[config.mk]
export PLATFORM = sky130hd
export DESIGN_NAME = shiftfu_pipe
export DESIGN_NICKNAME = d
export VERILOG_FILES = /design/src/rtl/shiftfu_pkg.sv /design/src/rtl/shift_core.sv /design/src/rtl/shiftfu_pipe.sv
export SDC_FILE = /design/constraint.sdc
export NUM_CORES = 1
export LEC_CHECK = 0
export ABC_CLOCK_PERIOD_IN_PS = 3200
export BUFFER_PORTS_ARGS = -buffer_cell sky130_fd_sc_hd__buf_2
export CAP_MARGIN = 20
export CORE_MARGIN = 3
export CORE_UTILIZATION = 45
export CTS_BUF_LIST = sky130_fd_sc_hd__clkbuf_2
export DETAILED_ROUTE_END_ITERATION = 10
export GPL_TIMING_DRIVEN = 0
export HOLD_SLACK_MARGIN = 0.1
export PLACE_DENSITY = 0.79
export SYNTH_ARGS = -nofsm -noshare
export SYNTH_HDL_FRONTEND = slang
export SYNTH_HIERARCHICAL = 1
export SYNTH_SLANG_ARGS = --single-unit
[constraint.sdc]
create_clock -name clk -period 3.2 [get_ports clk]
set_clock_uncertainty 0.15 [all_clocks]
set_input_delay 0.48 -clock clk [delete_from_list [all_inputs] [get_ports clk]]
set_output_delay 0.48 -clock clk [all_outputs]
set_load 0.05 [all_outputs]
[src/rtl/shiftfu_pkg.sv]
`default_nettype none
// ============================================================================
//  Module      : shiftfu_pkg
//  Description : Shared types and constants for the pipelined shift/rotate
//                functional unit (opcode enum, status bit indices, result
//                record carried through the pipeline and output buffer).
//  Options     : SHIFTFU_ROTATE_EN (consumed by shift_core)
//  Revision    : 1.0 - initial release
// ============================================================================
package shiftfu_pkg;

    // Upper bounds for the width-generic result record. Instances narrower
    // than these simply leave the upper bits at zero.
    localparam int unsigned MAX_XLEN    = 64;
    localparam int unsigned MAX_ROBID_W = 16;

    // Position of each computed status bit inside flags_out[2:0]
    localparam int unsigned FLAG_Z = 0;
    localparam int unsigned FLAG_N = 1;
    localparam int unsigned FLAG_C = 2;

    typedef enum logic [3:0] {
        SLL = 4'd0,
        SRL = 4'd1,
        SRA = 4'd2,
        ROL = 4'd3,
        ROR = 4'd4
    } shift_op_e;

    typedef struct packed {
        logic [MAX_ROBID_W-1:0] robid;
        logic [7:0]             wbs;
        logic [7:0]             flags;
        logic [MAX_XLEN-1:0]    value;
    } fu_result_t;

endpackage
`default_nettype wire

[src/rtl/shift_core.sv]
`default_nettype none
// ============================================================================
//  Module      : shift_core
//  Description : Purely combinational barrel shifter/rotator producing the
//                result and Z/N/C status for one op.
//  Options     : SHIFTFU_ROTATE_EN - when defined, ROL/ROR are implemented;
//                otherwise opcodes 3/4 behave as unused opcodes.
//  Revision    : 1.0 - initial release
// ============================================================================
module shift_core
    import shiftfu_pkg::*;
#(
    parameter int XLEN = 8
) (
    input  logic [3:0]      op,
    input  logic [XLEN-1:0] a,
    input  logic [XLEN-1:0] b,
    output logic [XLEN-1:0] result,
    output logic [2:0]      status
);

    localparam logic [XLEN-1:0] c_xlen = XLEN'(XLEN);

    // Shifts by XLEN or more are saturated separately, so the extended
    // shifters below only need to be correct for b < XLEN. The extra bit
    // catches the last bit shifted out (the carry).
    logic            w_big;
    logic [XLEN:0]   w_sll_ext;
    logic [XLEN:0]   w_srl_ext;
    logic [XLEN:0]   w_sra_ext;
    logic            w_carry;

    assign w_big     = (b >= c_xlen);
    assign w_sll_ext = {1'b0, a} << b;
    assign w_srl_ext = {a, 1'b0} >> b;
    assign w_sra_ext = $signed({a, 1'b0}) >>> b;

`ifdef SHIFTFU_ROTATE_EN
    localparam int LG = $clog2(XLEN);
    localparam logic [LG:0] c_xlen_rot = (LG+1)'(XLEN);

    // Rotates use b mod XLEN; a zero rotate leaves a unchanged with C=0
    logic [LG-1:0]   w_rot;
    logic [LG:0]     w_rot_inv;
    logic [XLEN-1:0] w_rol;
    logic [XLEN-1:0] w_ror;

    assign w_rot     = b[LG-1:0];
    assign w_rot_inv = c_xlen_rot - {1'b0, w_rot};
    assign w_rol     = (a << w_rot) | (a >> w_rot_inv);
    assign w_ror     = (a >> w_rot) | (a << w_rot_inv);
`endif

    // Select the result and carry for the opcode, then derive Z/N from it
    always_comb begin
        result  = '0;
        w_carry = 1'b0;
        case (op)
            SLL: begin
                if (!w_big) begin
                    result  = w_sll_ext[XLEN-1:0];
                    w_carry = w_sll_ext[XLEN];
                end
            end
            SRL: begin
                if (!w_big) begin
                    result  = w_srl_ext[XLEN:1];
                    w_carry = w_srl_ext[0];
                end
            end
            SRA: begin
                if (w_big) begin
                    result = {XLEN{a[XLEN-1]}};
                end else begin
                    result  = w_sra_ext[XLEN:1];
                    w_carry = w_sra_ext[0];
                end
            end
`ifdef SHIFTFU_ROTATE_EN
            ROL: begin
                result  = w_rol;
                w_carry = (w_rot != '0) & w_rol[0];
            end
            ROR: begin
                result  = w_ror;
                w_carry = (w_rot != '0) & w_ror[XLEN-1];
            end
`endif
            default: begin
                result  = '0;
                w_carry = 1'b0;
            end
        endcase
        status         = '0;
        status[FLAG_Z] = (result == '0);
        status[FLAG_N] = result[XLEN-1];
        status[FLAG_C] = w_carry;
    end

endmodule
`default_nettype wire

[src/rtl/shiftfu_pipe.sv]
`default_nettype none
// ============================================================================
//  Module      : shiftfu_pipe
//  Description : Pipelined shift/rotate FU. Wraps shift_core with STAGES of
//                latency, an in-order output buffer delivering each result
//                independently to the CDB and the ROB, and credit-based
//                issue back-pressure.
//  Options     : SHIFTFU_ROTATE_EN - enables ROL/ROR in shift_core.
//  Revision    : 1.0 - initial release
// ============================================================================
module shiftfu_pipe
    import shiftfu_pkg::*;
#(
    parameter int XLEN      = 8,
    parameter int ROBID_W   = 4,
    parameter int STAGES    = 1,
    parameter int OUT_DEPTH = 2
) (
    input  logic                   clk,
    input  logic                   rst,
    input  logic                   input_transmit,
    input  logic [7:0]             operand,
    input  logic [1:0][XLEN-1:0]   depvals,
    input  logic [7:0]             wbs,
    input  logic [7:0]             flags,
    input  logic [ROBID_W-1:0]     robid,
    input  logic                   cdb_transmit,
    output logic                   cdb_transmit_out,
    output logic [ROBID_W-1:0]     cdb_id,
    output logic [XLEN-1:0]        cdb_val,
    input  logic                   rob_transmit,
    output logic [ROBID_W-1:0]     robid_out,
    output logic [7:0]             flags_out,
    output logic [7:0]             wbs_out,
    output logic [XLEN-1:0]        value_out,
    output logic                   rob_transmit_out,
    output logic                   busy
);

    localparam int PTR_W = (OUT_DEPTH > 1) ? $clog2(OUT_DEPTH) : 1;
    localparam int CNT_W = $clog2(OUT_DEPTH + 1);

    function automatic logic [PTR_W-1:0] ptr_inc(input logic [PTR_W-1:0] p);
        return (p == PTR_W'(OUT_DEPTH - 1)) ? '0 : p + 1'b1;
    endfunction

    logic [XLEN-1:0]  w_result;
    logic [2:0]       w_status;
    logic             w_accept;
    fu_result_t       w_issue;
    logic             w_wr_en;
    fu_result_t       w_wr_data;

    fu_result_t       r_fifo [OUT_DEPTH];
    logic [PTR_W-1:0] r_wr_ptr;
    logic [PTR_W-1:0] r_rd_ptr;
    logic [CNT_W-1:0] r_occ;
    logic [CNT_W-1:0] r_credit;   // ops in flight plus buffered entries
    logic             r_cdb_done;
    logic             r_rob_done;

    logic             w_head_vld;
    fu_result_t       w_head;
    logic             w_cdb_req;
    logic             w_rob_req;
    logic             w_cdb_ok;
    logic             w_rob_ok;
    logic             w_retire;
    logic             w_unused;

    shift_core #(.XLEN(XLEN)) u_core (
        .op     (operand[3:0]),
        .a      (depvals[1]),
        .b      (depvals[0]),
        .result (w_result),
        .status (w_status)
    );

    // Credits are taken at accept, so the buffer always has room on arrival
    assign busy     = (r_credit >= CNT_W'(OUT_DEPTH));
    assign w_accept = input_transmit & ~busy;

    // Pack the issued op into the record carried down the pipeline
    always_comb begin
        w_issue       = '0;
        w_issue.robid = MAX_ROBID_W'(robid);
        w_issue.wbs   = wbs;
        w_issue.flags = {flags[7:3], w_status};
        w_issue.value = MAX_XLEN'(w_result);
    end

    if (STAGES == 1) begin : g_direct
        assign w_wr_en   = w_accept;
        assign w_wr_data = w_issue;
    end else begin : g_pipe
        logic [STAGES-2:0] r_vld;
        fu_result_t        r_data [STAGES-1];

        // Valid bits advance one stage per cycle; reset drops in-flight ops
        always_ff @(posedge clk) begin
            if (rst) begin
                r_vld <= '0;
            end else begin
                r_vld[0] <= w_accept;
                for (int i = 1; i < STAGES - 1; i++) begin
                    r_vld[i] <= r_vld[i-1];
                end
            end
        end

        // Payload follows its valid bit; no reset needed on data
        always_ff @(posedge clk) begin
            r_data[0] <= w_issue;
            for (int i = 1; i < STAGES - 1; i++) begin
                r_data[i] <= r_data[i-1];
            end
        end

        assign w_wr_en   = r_vld[STAGES-2];
        assign w_wr_data = r_data[STAGES-2];
    end

    assign w_head_vld = (r_occ != '0);
    assign w_head     = r_fifo[r_rd_ptr];
    assign w_cdb_req  = w_head_vld & ~r_cdb_done;
    assign w_rob_req  = w_head_vld & ~r_rob_done;
    // A sink is satisfied if already sent or granted now while requested
    assign w_cdb_ok   = r_cdb_done | (w_cdb_req & cdb_transmit);
    assign w_rob_ok   = r_rob_done | (w_rob_req & rob_transmit);
    assign w_retire   = w_head_vld & w_cdb_ok & w_rob_ok;

    // Buffer storage; stale entries are harmless since pointers gate them
    always_ff @(posedge clk) begin
        if (w_wr_en) begin
            r_fifo[r_wr_ptr] <= w_wr_data;
        end
    end

    // Pointers, occupancy, credits and per-head sent bits
    always_ff @(posedge clk) begin
        if (rst) begin
            r_wr_ptr   <= '0;
            r_rd_ptr   <= '0;
            r_occ      <= '0;
            r_credit   <= '0;
            r_cdb_done <= 1'b0;
            r_rob_done <= 1'b0;
        end else begin
            if (w_wr_en) r_wr_ptr <= ptr_inc(r_wr_ptr);
            if (w_retire) r_rd_ptr <= ptr_inc(r_rd_ptr);
            case ({w_wr_en, w_retire})
                2'b10:   r_occ <= r_occ + 1'b1;
                2'b01:   r_occ <= r_occ - 1'b1;
                default: r_occ <= r_occ;
            endcase
            case ({w_accept, w_retire})
                2'b10:   r_credit <= r_credit + 1'b1;
                2'b01:   r_credit <= r_credit - 1'b1;
                default: r_credit <= r_credit;
            endcase
            if (w_retire) begin
                r_cdb_done <= 1'b0;
                r_rob_done <= 1'b0;
            end else begin
                if (w_cdb_req & cdb_transmit) r_cdb_done <= 1'b1;
                if (w_rob_req & rob_transmit) r_rob_done <= 1'b1;
            end
        end
    end

    // Head drives the data ports; an empty buffer presents zeros
    always_comb begin
        cdb_transmit_out = w_cdb_req;
        rob_transmit_out = w_rob_req;
        cdb_id           = '0;
        cdb_val          = '0;
        robid_out        = '0;
        flags_out        = '0;
        wbs_out          = '0;
        value_out        = '0;
        if (w_head_vld) begin
            cdb_id    = w_head.robid[ROBID_W-1:0];
            cdb_val   = w_head.value[XLEN-1:0];
            robid_out = w_head.robid[ROBID_W-1:0];
            flags_out = w_head.flags;
            wbs_out   = w_head.wbs;
            value_out = w_head.value[XLEN-1:0];
        end
    end

    // Opcode high bits, overwritten flag bits and record padding are ignored
    assign w_unused = ^{operand[7:4], flags[2:0], w_head};

endmodule
`default_nettype wire
==> results.md <==
* Status: completed
* Worst-path clk slew at 0.17 ns
* Vias/cell at 5.40
* FMAX at 356 MHz
* Total wire length at 8480 µm
* Worst skew pair latency at 0.49 ns
* Worst Tran Pin Value at 0.826 ns
* Final Cell Area at 4530 µm²
* Met1 WL at 3530 µm
* Post-CTS Setup Bufs at 0
* Hold Path Sink: r_cdb_done$_SDFFE_PP0P_
* Die height at 95.9 µm
* DRC Markers at 0
* # clock sinks at 65
* Sequential fraction of the synthesis area at 0.512
* Post-synth cell types at 63
* WHS at 0.160 ns
* PortBufs at 81
* Crit start category: input pin
* Critical path data arrival time at 2.91 ns
* Pins Over Slew Limit at 0
* Global-route wire length before repair at 13300 µm
* DR top layer: met4
* Routed WL per cell at 15.9 µm
* Maximum vdd drop at 0.264 mV
* Vias in the first global route at 2755
* Final Util at 0.584
* Crit path required time at 3.30 ns
* Core Region at 7770 µm²
* Top_reg_cell synth: edfxtp_1
* # H-tree levels at 3
* Gr usage total at 0.190
* Worst r2r src: r_credit[1]$_SDFFE_PP0P_
* Pwr Total at 3.55 mW
* Fin crit period at 2.81 ns
* Chip Width at 95.9 µm
* Layout cell share with drive strength beyond 1 at 0.363
* Initial core utilization at 0.468
* Mapped Area at 3630 µm²
* Max-cap violations at 0
* Worst Hold Depth at 3
* CTS root buf: clkbuf_2
* Fillers at 676
* Final period util at 0.879
* Top-Level Pins at 92
* Max Root-Sink Buffers at 2
* Initial antenna violation count at 0
* Syn_nets at 363
* Setup CP Type: input pin to flip-flop
* GRT Residual Overflow at 0
* Crit Path Max Fanout at 10
* Largest net degree at the start of global routing at 20
* Met3 wire len at 455 µm
* Worst setup startpoint: depvals[7]
* PD cells at 784 nW/µm²
* DR iter-0 viols at 141
* Most common library cell in the layout ignoring fill and taps: buf_2
* Num CTS Buffers at 9
* Setup_tns at 0 ns
* Reg2Reg Depth at 3
* R2r endpoint: r_fifo[1][24]$_DFFE_PP_
* Routed Antenna Nets at 0
* P&R area growth vs syn at 24.8%
* Routed wl met2 at 4320 µm
* HP Class: input pin to flip-flop
* #FFs+latches synth at 65
* Hold_sp: cdb_transmit
* Die area at 9190 µm²
* 1st-pass router iterations at 4
* Asr flop ratio synth at 0
* Leakage at 1.80 nW
* Row cnt at 32
* Final HPWL DP at 6260 µm
* Reg-to-reg slack, setup at 1.24 ns
* RePlAce Congestion at 0.936
* Placed Area at 4210 µm²
* Critical path capture point type: flip-flop
* Synth warnings at 6
* RSZ-0062 raised after global routing: false
* Via count at 2884
* Avg Cell Area, Syn at 11.6 µm²
* Nets at 477
* # diodes at 0
* Hold Fails Final Rpt at 0
* TritonCTS clock tree: built
* Post-synthesis instance total at 313
* Post-synth EDFFs at 56
* Commonest non-fill, non-tap cells in the layout: buf_2, edfxtp_1, nor2_1
* Slew Limit Headroom at 0.449
* Final setup vio count at 0
==> Yosys cell counts (6+ instances only) <==
master	instances	area, µm²
mux4_2	6	135
clkbuf_1	7	26.3
nor3_1	8	40.0
nand2_1	11	41.3
a21oi_1	11	55.1
dfxtp_1	9	180
mux2i_1	37	370
nand3_1	6	30.0
buf_4	18	135
buf_2	6	30.0
o21ai_0	6	30.0
nor2_1	48	180
edfxtp_1	56	1680
mux2_2	10	113
==> where the power goes <==
group          switching, mW  internal (mW)  total [mW]
logic                   1.34          0.509        1.85
registers             0.0546           1.10        1.15
clock network          0.287          0.266       0.554
total                   1.68           1.87        3.55
==> final cells by class <==
type / count / area (µm²) / area share
tap: 102 / 128 / 0.0281
timing repair buffer: 103 / 626 / 0.138
multi-input combinational: 209 / 1550 / 0.342
buffer: 34 / 210 / 0.0464
inverter: 5 / 18.8 / 0.00414
sequential: 65 / 1860 / 0.411
clock buffer: 10 / 50.0 / 0.0110
clock inverter: 6 / 91.3 / 0.0201
==> worst max-delay path, stage by stage <==
cell and delay (ns):
buf_2 0.11, nor3_1 0.29, clkbuf_1 0.38, nand4_1 0.51, o311ai_0 0.85, or4_4 0.25, nor4_2 0.04
==> sequential cells by signal, summed over array words and instances (netlist names), named ones only <==
signal,flops
r_credit,2
r_wr_ptr,1
r_cdb_done,1
r_occ,2
r_fifo,56
r_rd_ptr,1
r_rob_done,1
==> worst max-delay path by stage <==
| stage | endpoint | slack (ns) | cells after the start |
|---|---|---|---|
| 4_1_cts | value_out[2] | 0.42 | 5 |
| 2_1_floorplan | r_fifo[0][8]$_DFFE_PP_ | 0.52 | 7 |
| 3_5_place_dp | r_fifo[1][8]$_DFFE_PP_ | -0.09 | 7 |
| 5_1_grt | r_fifo[0][8]$_DFFE_PP_ | 0.23 | 7 |
| 6_report | r_fifo[1][8]$_DFFE_PP_ | 0.39 | 7 |
| 3_3_place_gp | r_fifo[1][8]$_DFFE_PP_ | -0.14 | 7 |
==> logic make-up (layout without fill, tap and decap cells) <==
family | Yosys count | after routing | share of synthesized area
compound gates | 48 | 48 | 0.0995
xor+xnor | 5 | 5 | 0.0121
fa+ha+maj | 1 | 1 | 0.00344
buf+inv | 39 | 158 | 0.0630
flops | 65 | 65 | 0.512
mux | 53 | 53 | 0.170
simple gates | 102 | 102 | 0.140
==> metrics by stage <==
| step | cells | setup WS (ns) |
|---|---|---|
| after global placement | 496 | -0.142 |
| final | 534 | 0.388 |
| after floorplan | 313 | 0.524 |
| after detailed placement | 499 | -0.0918 |
| after global routing | 534 | 0.226 |
| after CTS | 533 | 0.419 |
==> routing by layer <==
layer / global-route usage / vias up
met5: 0 / -
met4: 0.0770 / 0
met3: 0.0375 / 14
met2: 0.326 / 94
met1: 0.234 / 1370
li1: - / 1406
==> repair_timing <==
action	in CTS	in global routing
resized for setup	0	0
endpoints found under the hold margin	35	0
hold buffers	18	0
No activity file was read; power rests on OpenSTA's default activity.
